File: config.mk
export PLATFORM = sky130hd
export DESIGN_NAME = call_request_latch_flat
export DESIGN_NICKNAME = d
export VERILOG_FILES = /design/src/rtl/call_request_latch_if.sv /design/src/rtl/call_request_latch.sv /design/src/flat_wrapper.sv
export SDC_FILE = /design/constraint.sdc
export NUM_CORES = 1
export LEC_CHECK = 0
export BUFFER_PORTS_ARGS = -buffer_cell sky130_fd_sc_hd__buf_2
export CAP_MARGIN = 20
export CORE_ASPECT_RATIO = 1.25
export CORE_UTILIZATION = 56
export CTS_CLUSTER_DIAMETER = 80
export DETAILED_ROUTE_END_ITERATION = 8
export PLACE_DENSITY = 0.83
export SLEW_MARGIN = 20
export SYNTH_ARGS = -nofsm -noshare
export SYNTH_HDL_FRONTEND = slang
export SYNTH_SLANG_ARGS = --single-unit
File: constraint.sdc
create_clock -name clk -period 1.75 [get_ports clk]
set_input_delay 0.35 -clock clk [delete_from_list [all_inputs] [get_ports clk]]
set_output_delay 0.35 -clock clk [all_outputs]
set_load 0.005 [all_outputs]
File: src/rtl/call_request_latch_if.sv
// rtl/call_request_latch_if.sv - cab-call request bus between FSM side and request latch
//
// Signals:
//   btn[3:0]           raw asynchronous cab buttons, bit i = floor i (driven by master)
//   current_floor[1:0] floor the cab is at or passing (driven by master)
//   arrived            one-cycle pulse, cab stopped at current_floor (driven by master)
//   pending[3:0]       latched outstanding calls (driven by slave)
//   req_valid          a target exists on req_floor (driven by slave)
//   req_floor[1:0]     arbitrated target floor (driven by slave)
//   req_up             SCAN direction, 1 = up (driven by slave)

interface call_request_latch_if;
    logic [3:0] btn;
    logic [1:0] current_floor;
    logic       arrived;
    logic [3:0] pending;
    logic       req_valid;
    logic [1:0] req_floor;
    logic       req_up;

    modport master (
        output btn,
        output current_floor,
        output arrived,
        input  pending,
        input  req_valid,
        input  req_floor,
        input  req_up
    );

    modport slave (
        input  btn,
        input  current_floor,
        input  arrived,
        output pending,
        output req_valid,
        output req_floor,
        output req_up
    );
endinterface

File: src/rtl/call_request_latch.sv
// rtl/call_request_latch.sv - cab-call conditioning, pending latch and SCAN target arbiter
//
// Ports:
//   clk    system clock, all state on rising edge
//   reset  synchronous active-high reset, dominates every other input that cycle
//   bus    call_request_latch_if.slave (btn/current_floor/arrived in,
//          pending/req_valid/req_floor/req_up out)
//
// Parameters:
//   DEBOUNCE_CYCLES  consecutive differing synchronised samples needed to move a
//                    debounced level (>= 1)
//   DB_W             debounce counter width, 2**DB_W must exceed DEBOUNCE_CYCLES

module call_request_latch #(
    parameter int DEBOUNCE_CYCLES = 4,
    parameter int DB_W            = 3
) (
    input  logic                 clk,
    input  logic                 reset,
    call_request_latch_if.slave  bus
);

    localparam logic [DB_W-1:0] CNT_LAST = DB_W'(DEBOUNCE_CYCLES - 1);

    // Two-flop synchroniser; only the second stage is used downstream.
    logic [3:0]      sync1_q;
    logic [3:0]      sync2_q;

    // Debouncer state.
    logic [3:0]      db_q;
    logic [3:0]      db_d;
    logic [3:0]      db_prev_q;
    logic [DB_W-1:0] cnt_q [4];
    logic [DB_W-1:0] cnt_d [4];

    // Call latch.
    logic [3:0]      press;
    logic [3:0]      clear;
    logic [3:0]      pending_q;
    logic [3:0]      pending_d;

    // Arbiter.
    logic [3:0]      above;
    logic [3:0]      below;
    logic            here;
    logic [1:0]      lo_above;
    logic [1:0]      hi_below;
    logic            req_valid_q;
    logic            req_valid_d;
    logic [1:0]      req_floor_q;
    logic [1:0]      req_floor_d;
    logic            req_up_q;
    logic            req_up_d;

    // ------------------------------------------------------------------
    // Debounce: the counter tracks how many consecutive samples have
    // disagreed with the debounced level. Any agreeing sample restarts it,
    // so only an uninterrupted run of DEBOUNCE_CYCLES disagreements moves
    // the level.
    // ------------------------------------------------------------------
    always_comb begin
        db_d = db_q;
        for (int i = 0; i < 4; i++) begin
            cnt_d[i] = '0;
            if (sync2_q[i] != db_q[i]) begin
                if (cnt_q[i] == CNT_LAST) begin
                    db_d[i]  = sync2_q[i];
                    cnt_d[i] = '0;
                end else begin
                    cnt_d[i] = cnt_q[i] + DB_W'(1);
                end
            end
        end
    end

    // ------------------------------------------------------------------
    // Press = registered debounced level rising. Holding a button keeps
    // db high, so it yields a single press until it is released and
    // debounced low again.
    // ------------------------------------------------------------------
    assign press = db_q & ~db_prev_q;

    always_comb begin
        clear = '0;
        for (int i = 0; i < 4; i++) begin
            clear[i] = bus.arrived && (bus.current_floor == 2'(i));
        end
    end

    // Clear is applied after the OR so an arrival beats a same-cycle press.
    assign pending_d = (pending_q | press) & ~clear;

    // ------------------------------------------------------------------
    // SCAN arbiter, evaluated from registered pending every cycle.
    // ------------------------------------------------------------------
    always_comb begin
        above = '0;
        below = '0;
        for (int i = 0; i < 4; i++) begin
            if (2'(i) > bus.current_floor) above[i] = pending_q[i];
            if (2'(i) < bus.current_floor) below[i] = pending_q[i];
        end
    end

    assign here = pending_q[bus.current_floor];

    // Nearest call above = lowest set index; descending scan so the last hit wins.
    always_comb begin
        lo_above = 2'd0;
        for (int i = 3; i >= 0; i--) begin
            if (above[i]) lo_above = 2'(i);
        end
    end

    // Nearest call below = highest set index; ascending scan so the last hit wins.
    always_comb begin
        hi_below = 2'd0;
        for (int i = 0; i < 4; i++) begin
            if (below[i]) hi_below = 2'(i);
        end
    end

    always_comb begin
        req_valid_d = |pending_q;
        req_floor_d = req_floor_q;
        req_up_d    = req_up_q;
        if (here) begin
            req_floor_d = bus.current_floor;
        end else if (req_up_q) begin
            if (|above) begin
                req_floor_d = lo_above;
            end else if (|below) begin
                req_floor_d = hi_below;
                req_up_d    = 1'b0;
            end
        end else begin
            if (|below) begin
                req_floor_d = hi_below;
            end else if (|above) begin
                req_floor_d = lo_above;
                req_up_d    = 1'b1;
            end
        end
    end

    // ------------------------------------------------------------------
    // State registers.
    // ------------------------------------------------------------------
    always_ff @(posedge clk) begin
        if (reset) begin
            sync1_q     <= '0;
            sync2_q     <= '0;
            db_q        <= '0;
            db_prev_q   <= '0;
            for (int i = 0; i < 4; i++) begin
                cnt_q[i] <= '0;
            end
            pending_q   <= '0;
            req_valid_q <= 1'b0;
            req_floor_q <= 2'd0;
            req_up_q    <= 1'b1;
        end else begin
            sync1_q     <= bus.btn;
            sync2_q     <= sync1_q;
            db_q        <= db_d;
            db_prev_q   <= db_q;
            for (int i = 0; i < 4; i++) begin
                cnt_q[i] <= cnt_d[i];
            end
            pending_q   <= pending_d;
            req_valid_q <= req_valid_d;
            req_floor_q <= req_floor_d;
            req_up_q    <= req_up_d;
        end
    end

    assign bus.pending   = pending_q;
    assign bus.req_valid = req_valid_q;
    assign bus.req_floor = req_floor_q;
    assign bus.req_up    = req_up_q;

endmodule

File: src/flat_wrapper.sv
// flat-port wrapper written by rule: the top's interface ports become plain ports
module call_request_latch_flat 
#(
    parameter int DEBOUNCE_CYCLES = 4,
    parameter int DB_W            = 3
)
  (clk, reset, bus_btn, bus_current_floor, bus_arrived, bus_pending, bus_req_valid, bus_req_floor, bus_req_up);
  call_request_latch_if bus_i ();
  input  logic clk;
  input  logic reset;
  input wire logic [$bits(bus_i.btn)-1:0] bus_btn;
  input wire logic [$bits(bus_i.current_floor)-1:0] bus_current_floor;
  input wire logic [$bits(bus_i.arrived)-1:0] bus_arrived;
  output wire logic [$bits(bus_i.pending)-1:0] bus_pending;
  output wire logic [$bits(bus_i.req_valid)-1:0] bus_req_valid;
  output wire logic [$bits(bus_i.req_floor)-1:0] bus_req_floor;
  output wire logic [$bits(bus_i.req_up)-1:0] bus_req_up;
  assign bus_i.btn = bus_btn;
  assign bus_i.current_floor = bus_current_floor;
  assign bus_i.arrived = bus_arrived;
  assign bus_pending = bus_i.pending;
  assign bus_req_valid = bus_i.req_valid;
  assign bus_req_floor = bus_i.req_floor;
  assign bus_req_up = bus_i.req_up;
  call_request_latch #(.DEBOUNCE_CYCLES(DEBOUNCE_CYCLES), .DB_W(DB_W)) u_core (.clk(clk), .reset(reset), .bus(bus_i));
endmodule
Yosys cells after proc, flatten, opt, wreduce, memory -nomap -nowiden
Memory sizes are Yosys's and may differ from the RTL's.
Index checks and enable logic that the tools add are counted.
{ "op_classes": {"n_addsub": 4, "magnitude_cmp": 9, "n_eq_ne": 11, "mux": 43, "bitwise": 9, "n_reduce_logical": 13} }
{ "ops": {"columns": ["cell", "count"], "rows": [
  ["$mux 3", 12],
  ["$mux 2", 12],
  ["$mux 1", 18],
  ["$add 3x1->3 const B", 4],
  ["$eq 3x2->1 const B", 4],
  ["$reduce_or 4->1", 3],
  ["$and 4x4->4", 2],
  ["$not 4->4", 2],
  ["$reduce_and 2->1", 4],
  ["$eq 2x2->1 const B", 2],
  ["$gt 1x2->1 const A", 2],
  ["$gt 2x2->1 const A", 2],
  ["$logic_and 1x1->1", 4],
  ["$lt 1x2->1 const A", 2],
  ["$lt 2x2->1 const A", 2],
  ["$ne 1x1->1", 4],
  ["$or 1x1->1", 4],
  ["$or 4x4->4", 1],
  ["$lt 2x3->1 const B", 1],
  ["$reduce_bool 3->1", 1],
  ["$bmux 1 s2", 1],
  ["$eq 2x1->1 const B", 1],
  ["$logic_not 2->1", 1]
]} }
{ "totals": {"register_bits": 24, "ram_bits": 12, "in_bits": 9, "out_inout_bits": 8, "word_cells": 101, "memories": 1} }
{ "mem_list": {"columns": ["memory", "words", "word_bits", "read_ports", "rd_clocked_by_memory_dff", "wr", "line", "rtl"], "rows": [
  ["u_core.cnt_q", 4, 3, 4, 0, 4, "call_request_latch.sv:33", "logic [DB_W-1:0] cnt_q [4];"]
]} }

Depth between registers and ports, before layout
Gate-level depths: netlist of run 1.
{ "depth": {"depth_word": 10, "mapped_depth": 5, "mapped_depth_nobuf": 4} }

Worst setup path before layout of run 1
OpenSTA, ideal clock, no wires.
{ "synth_timing": {"path_type": "reg2reg", "start": "register u_core.pending_q[3], in the netlist u_core.bus.pending[3]", "end": "register u_core.req_up_q, in the netlist u_core.bus.req_up", "setup_time_ns": 0.114, "t_arrival_ns": 1.381, "required_time_ns": 1.636, "setup_slack_ns": 0.255, "path_stages_with_launch": 6, "path_buffers": 1, "period_less_slack_ns": 1.495, "path_cell_list": "dfxtp_1 -> buf_6 -> mux4_2 -> o31ai_2 -> o221ai_1 -> a21o_1"} }
{ "synth_between": {"elab_chain_cells": 5, "word_cells_on_any_way": 11, "classes_between": "mux: 9; reduce/logical: 2"} }
{ "synth_lines": {"columns": ["item", "line", "rtl"], "rows": [
  ["start, declared", "call_request_latch.sv:39", "logic [3:0] pending_q;"],
  ["start signal, assigned", "call_request_latch.sv:170", "pending_q <= pending_d;"],
  ["$mux 1 (on tied branches)", "call_request_latch.sv:100, call_request_latch.sv:101", null],
  ["$reduce_or 4->1 (on tied branches)", null, null],
  ["$mux 1 (on tied branches)", "call_request_latch.sv:139, call_request_latch.sv:132", null],
  ["$mux 1 (on tied branches)", "call_request_latch.sv:137, call_request_latch.sv:130", null],
  ["$mux 1", "call_request_latch.sv:129", "end else if (req_up_q) begin"],
  ["end signal, assigned", "call_request_latch.sv:173", "req_up_q <= req_up_d;"],
  ["end, declared", "call_request_latch.sv:52", "logic req_up_q;"]
]} }
Several ways; a longest one is shown, not always the timed one. The select of a mux whose other input is x is not followed.
A chain may end at the register's enable or synchronous reset.

Final worst setup path of run 1
{ "layout_timing": {"start": "register u_core.pending_q[0], in the netlist u_core.bus.pending[0]", "end": "register u_core.req_up_q, in the netlist u_core.bus.req_up"} }
The elaborated chain is that of the path after synthesis.

==> run summary, run 1 <==
The area used by multi-input combinational logic came out at 638 um2. The count of TritonRoute iterations in the first routing pass came out at 4. The net switching power came out at between 0.0002 and 0.0003 W.

The number of vias per cell is 5.20. The total die area is between 0.002 and 0.003 mm2. The number of standard cells after synthesis is 147. Sequential cells were found to cover 49.0% of the synthesized design area. The largest buffer count on any clock path is 2. The routed layout has 1045 vias. The root buffer cell is sky130_fd_sc_hd__clkbuf_4. The cell area power density is 822 mW/mm2. The library cells used most frequently in the layout, excluding fill and tap cells, are sky130_fd_sc_hd__dfxtp_1 (36), sky130_fd_sc_hd__nor2_1 (20), sky130_fd_sc_hd__buf_2 (16), sky130_fd_sc_hd__inv_1 (15), sky130_fd_sc_hd__nor2b_1 (12).

The residual antenna-violating net count after detailed routing came out at 0. The filler cells instantiated in the layout total 223. The worst hold path belongs to the class in2reg.

The share of layout cells above drive strength 1 came out at 19.0%. The wire length of the first global-routing pass is 3960 um. The max-slew violation total from the final report is 0. The slack of the worst reg-to-reg path came out at 290 ps.

The count of buffers inserted at the top-level ports is 16. The post-CTS repair timing setup buffer count is 0. The kind of cell with the highest combined delay along the critical path is compound AO/OA/AOI/OAI gates. Setup total negative slack on the finished layout was measured at 0 ps.

The portion of synthesized cell area occupied by the leading cell type came out at approximately 49%. The number of nets handed over by synthesis was 164. The TritonCTS clock tree is yes. The wire length per cell after detailed routing is 12.3 um. The overall power of the completed layout is 0.00135 W.

The average size of a mapped cell is 10.0 um2. The H-tree generated during clock tree synthesis spans 2 levels. The top-level I/O count is 17. The clock latency on the worst-skew pair came out at 340 ps. The final hold violation count came out at 0. The footprint of the flip-flops and latches came out at 721 um2. The initial antenna violation count was 0.

Setup repair after global routing left no endpoint under its margin. For this block, the initial DRC count from the detailed router was 11. The worst path uses 83.4% of the clock period. For this run the aggregate overflow at the end of global routing stands at 0.

The worst hold margin came out at 214 ps. The area of the core is 0.00245 mm2. After clock tree synthesis, the clock-pin slew on the worst setup and hold paths is 100 ps. The clock net in this run drives a total of 36 sinks. Across the run, the number of max-cap violations was 0. The launching element of the worst setup path is u_core.bus.pending[0]. The number of buffers inserted for hold repair after clock tree synthesis is 0. Between clock sinks in the finished design, the worst skew comes to between 9 and 10 ps. The count of cells resized by post-cts repair came out at 0. The synthesized design spends more area on one cell type than any other, namely sky130_fd_sc_hd__dfxtp_1.

The startpoint of the tightest hold check path is bus_btn[1]. The vertical die dimension is about 59 um. Counting distinct cell types in the post-synthesis netlist gives 34.

The total number of yosys warnings came out at 0. Entering global routing, the biggest net connects 29 pins. The count of unresolved DRC violations after routing came out at 0. The most common cell after layout, fill and taps aside is sky130_fd_sc_hd__dfxtp_1.

The worst relative slew slack is 68.6%. After synthesis the netlist holds a flip-flop and latch count of 36. The clock network burns 34.0% of the power.

By startpoint and endpoint, the worst setup path is classified as reg2reg. STA classifies the critical path startpoint as a flop. In this run the horizontal extent of the chip is 47.8 um.

The transition time of the tightest slew-check pin is around 470 ps. The internal power of the cells is approximately 0.0010 W. The endpoint arrival time on the critical path is 1710 ps. The number of standard-cell rows in the floorplan came out at 20.

The half-perimeter wire length after detailed placement came out at 1810 um. The total of endpoints with negative setup slack in the final report is 0. The signal on the critical path passes through mux4_2, o31ai_2, o221ai_1, a21o_1. Ranked by total cell area, the synthesized netlist is headed by sky130_fd_sc_hd__dfxtp_1 (49%), sky130_fd_sc_hd__ha_1 (6.8%), sky130_fd_sc_hd__nor2_1 (5.1%), sky130_fd_sc_hd__nor2b_1 (5.1%), sky130_fd_sc_hd__mux2i_1 (4.8%).

The final layout contains routed wiring with a total length of 2470 um. The overall fraction of global-route tracks in use came out at 21.1%. The final layout contains 184 nets.

Together, buffers and inverters on the worst path number 0. On the critical path, the stage with the largest delay is an instance of sky130_fd_sc_hd__mux4_2. In this design, the stage delay of the slowest critical-path cell is approximately 500 ps. The leakage power summed over all cells came out at 0.647 nW.

In this run, flip-flops and latches consume 62.1% of the power. The worst register-to-register path begins at u_core.bus.pending[0]. The kind of end point of the critical path is a flop. Per report_power, the combinational group accounts for 4.0% of the total.

For the finished layout, the period the worst path requires is around 1500 ps. The via count of the first global-routing pass is 994. The area added between synthesis and finish is 11.3%. The number of diodes added for antenna fixing came out at 0. The flow ran to the end, and the final reports show no timing, DRC or antenna violations. The switching portion of total power came out at between 20% and 30%. The highest fanout seen on the critical path came out at 3. The netlist area before placement came out at 0.00147 mm2.

Routability-driven placement finished with a final weighted congestion of 0.866. At the worst endpoint, the required time is 2000 ps. The number of clock buffers inserted by TritonCTS came out at 5. For this configuration, the core starts out at a cell density of 59.9%. The largest vdd supply drop came out at 0.585 mV. The maximum operating frequency is ~690 MHz.
## routing by layer
metal	track usage [%]	vias to the layer above	wire length (um)
li1	-	533	-
met1	20.2	485	1030
met2	34.4	23	1230
met3	8.54	4	140
met4	15.5	0	60
met5	0	-	0
## state kept, by name (all words and copies together) (netlist names)
register and flops:
u_core.cnt_q 12, u_core.sync2_q 4, u_core.sync1_q 4, u_core.bus.pending 4
u_core.bus.req_floor 2, u_core.bus.req_up 1, u_core.bus.req_valid 1, u_core.db_prev_q 4
u_core.db_q 4
## power by group through the flow
stage / clock network (W) / logic, W / registers (W)
2_1_floorplan: 0 / 0.0000359 / 0.000853
3_3_place_gp: 0 / 0.0000505 / 0.000854
3_5_place_dp: 0 / 0.0000545 / 0.000854
4_1_cts: 0.000480 / 0.0000545 / 0.000836
5_1_grt: 0.000517 / 0.0000593 / 0.000837
6_report: 0.000457 / 0.0000537 / 0.000835
## per-stage QoR
stage               std cells  utilization, %  worst slack [ps]  cell area, um2
detailed placement        193            64.2               114            1570
finish                    201            66.7               291            1640
CTS                       201            66.7               310            1640
global route              201            66.7               276            1640
floorplan                 147               -               255            1470
global placement          193            64.2               198            1570
## logic make-up (layout without fill, tap and decap cells)
family | Yosys count | after routing | synth area share [%]
multiplexers | 8 | 8 | 6.30
flip-flops | 36 | 36 | 49.0
XOR/XNOR | 4 | 4 | 2.38
AND/OR/NAND/NOR | 43 | 43 | 14.9
buffers and inverters | 23 | 44 | 7.57
adder cells (fa/ha/maj) | 8 | 8 | 6.81
AO/OA/AOI/OAI | 25 | 25 | 13.0
## synth_stat cells
cell,n
sky130_fd_sc_hd__o21a_1,1
sky130_fd_sc_hd__o21ai_0,2
sky130_fd_sc_hd__a22oi_1,1
sky130_fd_sc_hd__nor2b_1,12
sky130_fd_sc_hd__nor4_1,1
sky130_fd_sc_hd__a221o_1,1
sky130_fd_sc_hd__o21bai_1,1
sky130_fd_sc_hd__o221a_1,1
sky130_fd_sc_hd__a311oi_1,3
sky130_fd_sc_hd__nor2_1,20
sky130_fd_sc_hd__buf_6,3
sky130_fd_sc_hd__mux2i_1,7
sky130_fd_sc_hd__a41oi_1,1
sky130_fd_sc_hd__o32a_1,1
sky130_fd_sc_hd__a21o_1,1
sky130_fd_sc_hd__a211oi_2,1
sky130_fd_sc_hd__a21oi_2,1
sky130_fd_sc_hd__ha_1,8
sky130_fd_sc_hd__buf_2,2
sky130_fd_sc_hd__o221ai_1,1
sky130_fd_sc_hd__nand2_1,1
sky130_fd_sc_hd__a211oi_1,1
sky130_fd_sc_hd__o31ai_2,1
sky130_fd_sc_hd__mux4_2,1
sky130_fd_sc_hd__nand3b_1,3
sky130_fd_sc_hd__or3_1,4
sky130_fd_sc_hd__o21ai_1,2
sky130_fd_sc_hd__nand2b_1,1
sky130_fd_sc_hd__clkbuf_1,3
sky130_fd_sc_hd__xnor2_1,4
sky130_fd_sc_hd__nor3_1,1
sky130_fd_sc_hd__a21oi_1,5
sky130_fd_sc_hd__inv_1,15
sky130_fd_sc_hd__dfxtp_1,36
## final timing paths
path | to | cells after the start
worst max-delay path | u_core.bus.req_up | 4
worst min-delay path | u_core.sync1_q[1] | 2
worst max register to register | u_core.bus.req_up | 4
worst min register to register | u_core.cnt_q[2][0] | 1
## worst reg2reg max path: stages, from the launching register on
cell and delay, ps:
sky130_fd_sc_hd__dfxtp_1 330, sky130_fd_sc_hd__mux4_2 500, sky130_fd_sc_hd__o31ai_2 220, sky130_fd_sc_hd__o221ai_1 150, sky130_fd_sc_hd__a21o_1 170
## area by class of cell
cell class / instances / area share (%)
repair buffers: 21 / 7.19
flip-flops and latches: 36 / 44.0
multi-input cells: 88 / 39.0
clock inverters: 1 / 0.459
clock buffers: 7 / 3.36
inverters: 15 / 3.44
well taps: 33 / 2.52
(Power assumes the default switching activity.)
==> run 2: changes to the inputs <==
CORE_UTILIZATION = 50   (was 56)
PLACE_DENSITY = 0.79   (was 0.83)
clock period = 1.24 ns   (was 1.75 ns; I/O delays follow)
==> run 2 against run 1 <==
Against the previous run:
- the flow now finishes with violations (negative setup slack)
- critical endpoint unchanged
- critical path depth stayed put
- clock-buffer cell count stayed put
- fmax is 2.4% lower
- worst setup slack worse by 550 ps
- worst hold slack worse by 93 ps
- cell area is 22% higher
- die area is 12% higher
==> run summary, run 2 (synthesis gave the netlist of run 1 again) <==
The run finished, with violations left. The checks that failed: negative setup slack. The repair_antennas step left the layout with diodes totalling 0. Dividing the detail-routed wire length by the instance count gives approximately 14 um. The sink count of the clock tree is 36. The maximum operating frequency came out at 669 MHz. For this run, the slowest stage of the critical path takes 500 ps.

The worst register-to-register path begins at u_core.bus.pending[3]. In this run the most used layer during global routing was met2. The highest fanout seen on the critical path came out at 3.

Entering global routing, the biggest net connects 14 pins. The residual antenna-violating net count after detailed routing is 0. The shortest period the worst path allows is 1500 ps. The weighted congestion reported at the end of routability-driven placement came out at 0.816. The worst setup slack after layout is -255 ps. The top-level I/O count came out at 17. The worst setup path is launched from a flop. The post-CTS clock slew at the launch and capture registers of the worst setup and hold paths is 110 ps. The initial core utilization came out at 53.8%. The number of vias per cell is 5.32.

The number of clock buffers inserted by TritonCTS is 5. The via count of the first global-routing pass was 1091. The cell area power density came out at 1100 mW/mm2. The critical path goes through mux4_2, o31ai_2, o221ai_1, a21o_1. The largest buffer count on any clock path came out at 2.

The count of buffers inserted at the top-level ports came out at 16. The number of buffers inserted for hold repair after clock tree synthesis came out at 0. The vertical die dimension is 62.6 um. The root buffer cell chosen for the clock tree is sky130_fd_sc_hd__clkbuf_4. The total grt overflow is 0. Wires add up to 3030 um.

The kind of end point of the critical path is a flop. The launching element of the worst setup path is u_core.bus.pending[3]. The TritonCTS clock tree is yes. The initial DRC count came out at 17. The slowest stage of the critical path belongs to the cell sky130_fd_sc_hd__mux4_2. The worst relative slew slack came out at ~82%. For met3 alone, demand over resource in global routing was 7.54%. The largest vdd supply drop came out at 1.06 mV. The number of standard-cell rows in the floorplan came out at 21.

The met2 track demand over resource came out at about a third. The number of filler cells placed in the layout is 211. The library cell used most frequently in the layout, excluding fill and tap cells, is sky130_fd_sc_hd__dfxtp_1. The overall fraction of global-route tracks in use came out at between 10% and 20%. In the global route stage, met1 resource usage came out at 21.8%. The data required time of the critical path is between 1000 and 1500 ps. The share of layout cells above drive strength 1 came out at 43.9%. More flip-flops sit in one register than any other, and that register is u_core.cnt_q. The initial antenna violation count came out at 0. The half-perimeter wire length after detailed placement came out at 1950 um. The H-tree depth reported by CTS came out at 2.

The overall power of the completed layout came out at around 0.0022 W. The later pin in the worst-skew pair is clocked with a latency of 340 ps. The analysis attributes to cell leakage a power of 0.775 nW.

The count of unresolved DRC violations after routing came out at 0. The max-slew violation total from the final report is 0. At the worst endpoint, the arrival time is 1740 ps.

The count of TritonRoute iterations in the first routing pass is 5. The number of nets in the layout is 203. The horizontal extent of the die came out at 50.5 um. The portion of the clock cycle consumed by the worst path in the final layout is 121%. The total die area is between 0.003 and 0.004 mm2. The library cells used most frequently in the layout, excluding fill and tap cells, are sky130_fd_sc_hd__dfxtp_1 (28), sky130_fd_sc_hd__buf_4 (20), sky130_fd_sc_hd__inv_1 (15), sky130_fd_sc_hd__buf_2 (14).

The flip-flop count of the largest register after layout is 12. The via total after detailed routing came out at between 1000 and 1500. The tightest min-delay check is of the in2reg type.

Relative to the synthesized area, the layout overhead comes to 35.9%. The wire length of the first global-routing pass is 4670 um. Across the run, the number of max-cap violations was 0.

The worst setup skew after layout came out at about 11 ps. The total of endpoints with negative setup slack in the final report is 4. Setup repair after global routing could not meet its margin everywhere. The transition time of the tightest slew-check pin is 261 ps. The startpoint of the tightest hold check path is bus_btn[2].

The final hold violation count came out at 0. The area of the core came out at 0.00273 mm2. The worst setup path is of the reg2reg kind. The worst hold margin came out at 121 ps.
-- run 2: area by class of cell --
type	instances	area, um2	area share [%]
clock buffers	7	65.1	3.26
clock inverters	1	30.0	1.50
inverters	15	56.3	2.82
multi-input cells	88	782	39.1
flip-flops and latches	36	731	36.6
well taps	34	42.5	2.13
repair buffers	40	292	14.6
-- run 2: what timing repair did --
item                                    4_1_cts  5_1_grt
resized for setup                            16       29
endpoints found under the setup margin       17       17
setup buffers                                 0        8
pin swaps                                     7       12
-- run 2: path summary, 6_finish.rpt --
check	endpoint	slack, ps	depth (start not counted)
hold reg to reg	u_core.cnt_q[1][0]	440	1
setup / recovery	u_core.bus.req_up	-260	4
setup reg to reg	u_core.bus.req_up	-260	4
hold / removal	u_core.sync1_q[2]	120	2
-- run 2: stage by stage --
step | instance area [um2] | TNS [ps] | setup WS (ps) | utilization [%] | instances
detailed placement | 1660 | -780 | -270 | 60.7 | 205
CTS | 1800 | -424 | -200 | 65.8 | 213
finish | 2000 | -505 | -255 | 73.1 | 221
global route | 2000 | -885 | -345 | 73.1 | 221
floorplan | 1470 | -409 | -255 | - | 147
global placement | 1660 | -455 | -209 | 60.7 | 205
-- run 2: layer usage --
| metal | share of wire, % | wire length (um) |
|---|---|---|
| met5 | 0 | 0 |
| met4 | 3.6 | 108 |
| met3 | 4.2 | 128 |
| met2 | 53 | 1620 |
| met1 | 39 | 1180 |
-- run 2: critical path: cells and delay by family, from the launching register on --
family / cells / cell delay [ps]
mux: 1 / 500
compound gates: 3 / 560
flops: 1 / 340
-- run 2: power by group --
part           internal, W  total (W)  switching, W
logic            0.0000511   0.000107     0.0000554
registers          0.00117    0.00118    0.00000837
clock network     0.000535   0.000909      0.000374
total              0.00176    0.00220      0.000438
==> run 3: changes to the inputs <==
CORE_UTILIZATION = 60   (was 50)
PLACE_DENSITY = 0.88   (was 0.79)
clock period = 1.82 ns   (was 1.24 ns; I/O delays follow)
==> run 3 against run 2 <==
Against the previous run:
- the run now ends clean
- clock-buffer cell count stayed put
- final cell count is 10% lower
- worst hold slack better by 130 ps
- fmax is 3.2% lower
- cell area is 19% lower
- sequential power is 32% lower
- sequential share of layout area is 7.7 points higher
- register-to-register slack better by 530 ps
==> run summary, run 3 (synthesis gave the netlist of run 1 again) <==
The maximum operating frequency is 647 MHz. The flip-flop count of the largest register after layout is 12. The wire length of the first global-routing pass is 4170 um. The vertical die dimension came out at 57.3 um. The critical path launch point type is a flop.

The via total after detailed routing came out at just over 1000. In this run the most critical hold path is launched from bus_btn[2]. The register name with the most flops is u_core.cnt_q. The area of the core is roughly 0.0023 mm2. The shortest period the worst path allows came out at about 1500 ps. In this run, the number of DRC markers left after iteration 0 of detailed routing was 11. The placement-stage worst setup slack is 185 ps. The overall fraction of global-route tracks in use is 21.8%. For the worst setup path, the data required time is 2060 ps.

Gates resized during post-CTS repair numbered 0. After clock tree synthesis, the clock-pin slew on the worst setup and hold paths is 110 ps. The met2 track demand over resource is between 30% and 40%.

In this run the deepest clock path goes through 2 buffers. Of the cells placed in the final design, the portion with a size suffix greater than 1 is 18.6%. The max-capacitance violation count came out at 0. CTS placed an instance of sky130_fd_sc_hd__clkbuf_4 at the clock tree root. The area added between synthesis and finish is 10.6%. The count of nets left with antenna violations once routing finished came out at 0. 17 I/O pins were placed. The final routed wirelength across all metal layers is 2330 um. The largest vdd supply drop is around 0.6 mV. The repair_antennas step left the layout with diodes totalling 0. The global routing stage identified its most utilized layer as met2. The total grt overflow came out at 0. The worst path meets setup with 275 ps of slack. The initial antenna violation count is 0. The cell area power density is 793 mW/mm2. TritonCTS built the clock tree. The kind of end point of the critical path is a flop. The portion of the clock cycle consumed by the worst path in the final layout is 84.9%. The floorplan has 19 rows. The via count of the first global-routing pass is 1007. Leaving out fill and tap cells, the most frequent cell in the layout is sky130_fd_sc_hd__dfxtp_1. The transition time of the tightest slew-check pin came out at 495 ps.

The count of TritonRoute iterations in the first routing pass came out at 4. The number of clock buffers inserted by TritonCTS came out at 5. The highest fanout seen on the critical path came out at 9.

The type of the worst min-delay path is in2reg. The critical path start-end classification is reg2reg. The most critical setup path has its startpoint at u_core.bus.pending[0]. Setup repair after global routing left no endpoint under its margin. The initial utilization of the core area, before any placement, comes to 65.1%.

Counting every sink on the clock net gives 36. The number of buffers inserted for hold repair after clock tree synthesis is 0. In this run the tightest slew margin relative to its limit is approximately 67%. The met1 track demand over resource came out at about 25%. The post-CTS repair timing setup buffer count is 0. The number of vias per cell came out at 5.21.

The number of nets in the layout came out at ~180. The weighted congestion reported at the end of routability-driven placement came out at between 0.8 and 0.9. The worst setup skew after layout came out at 7.86 ps. The met3 layer usage reported by global route is between 8 and 9%. The horizontal extent of the die came out at between 40 and 50 um. The pin count of the biggest net entering global routing came out at 29. The total negative slack came out at 0 ps. The HPWL after detailed placement is 1670 um. The analysis attributes to cell leakage a power of roughly 0.64 nW. The total die area is between 0.002 and 0.003 mm2. The final hold violation count was 0. In this run the critical register-to-register path is launched from u_core.bus.pending[0].

The wire length per cell after detailed routing is 11.8 um. The max-slew violation total from the final report came out at 0. The top cell types in the final layout, fill and taps aside, are sky130_fd_sc_hd__dfxtp_1 (36), sky130_fd_sc_hd__nor2_1 (20), sky130_fd_sc_hd__buf_2 (16), sky130_fd_sc_hd__inv_1 (15), sky130_fd_sc_hd__nor2b_1 (12). The count of unresolved DRC violations after routing is 0.

The flow ran to the end, and the final reports show no timing, DRC or antenna violations. The count of buffers inserted at the top-level ports came out at 16. The endpoint arrival time on the critical path is 1780 ps.

At the later pin of the worst-skew pair, clock insertion delay measures 330 ps. The H-tree depth reported by CTS is 2. The total of endpoints with negative setup slack in the final report is 0.
run 3: cell count changes in the layout (fill, tap and decap cells not counted), moves of 7 or more:
cell	previous run	this run
sky130_fd_sc_hd__buf_4	20	4
sky130_fd_sc_hd__dfxtp_1	28	36
sky130_fd_sc_hd__dfxtp_2	8	0
sky130_fd_sc_hd__ha_1	0	8
sky130_fd_sc_hd__nor2_1	12	20
sky130_fd_sc_hd__nor2_2	7	0
run 3: power breakdown:
group          internal (W)  leakage (nW)  switching [W]
clock network      0.000189        0.0315       0.000247
registers          0.000798         0.292     0.00000470
logic             0.0000215         0.318      0.0000303
total               0.00101         0.642       0.000282
run 3: per-stage QoR:
stage | instance area (um2) | power [W] | utilization, % | hold WS (ps) | cells
global placement | 1560 | 0.000869 | 69.3 | 407 | 190
global route | 1630 | 0.00135 | 72.0 | 221 | 198
finish | 1630 | 0.00129 | 72.0 | 248 | 198
detailed placement | 1560 | 0.000873 | 69.3 | 413 | 190
floorplan | 1470 | 0.000854 | - | 399 | 147
CTS | 1630 | 0.00131 | 72.0 | 230 | 198
run 3: final cells by class:
type                    count  area, um2
fillers                   163        632
flip-flops and latches     36        721
repair buffers             20        110
multi-input cells          88        638
clock inverters             1       7.51
well taps                  31       38.8
clock buffers               7       55.1
inverters                  15       56.3
run 3: metal layers:
metal | vias up | routed length, um | part of all wire, %
met5 | - | 0 | 0
met3 | 2 | 77 | 3.3
met1 | 475 | 1010 | 43
met4 | 0 | 14 | 0.60
met2 | 22 | 1240 | 53
li1 | 533 | - | -
run 3: path summary, 6_finish.rpt:
check | endpoint | slack [ps] | depth (start not counted)
max | u_core.bus.req_up | 280 | 4
min | u_core.sync1_q[2] | 250 | 2
max reg2reg | u_core.bus.req_up | 280 | 4
min reg2reg | u_core.cnt_q[0][0] | 430 | 1
run 3: worst max-delay path, stage by stage, from the launching register on:
cell and delay [ps]:
sky130_fd_sc_hd__dfxtp_1 420, sky130_fd_sc_hd__mux4_2 530, sky130_fd_sc_hd__o31ai_2 200, sky130_fd_sc_hd__o221ai_1 140
sky130_fd_sc_hd__a21o_1 170
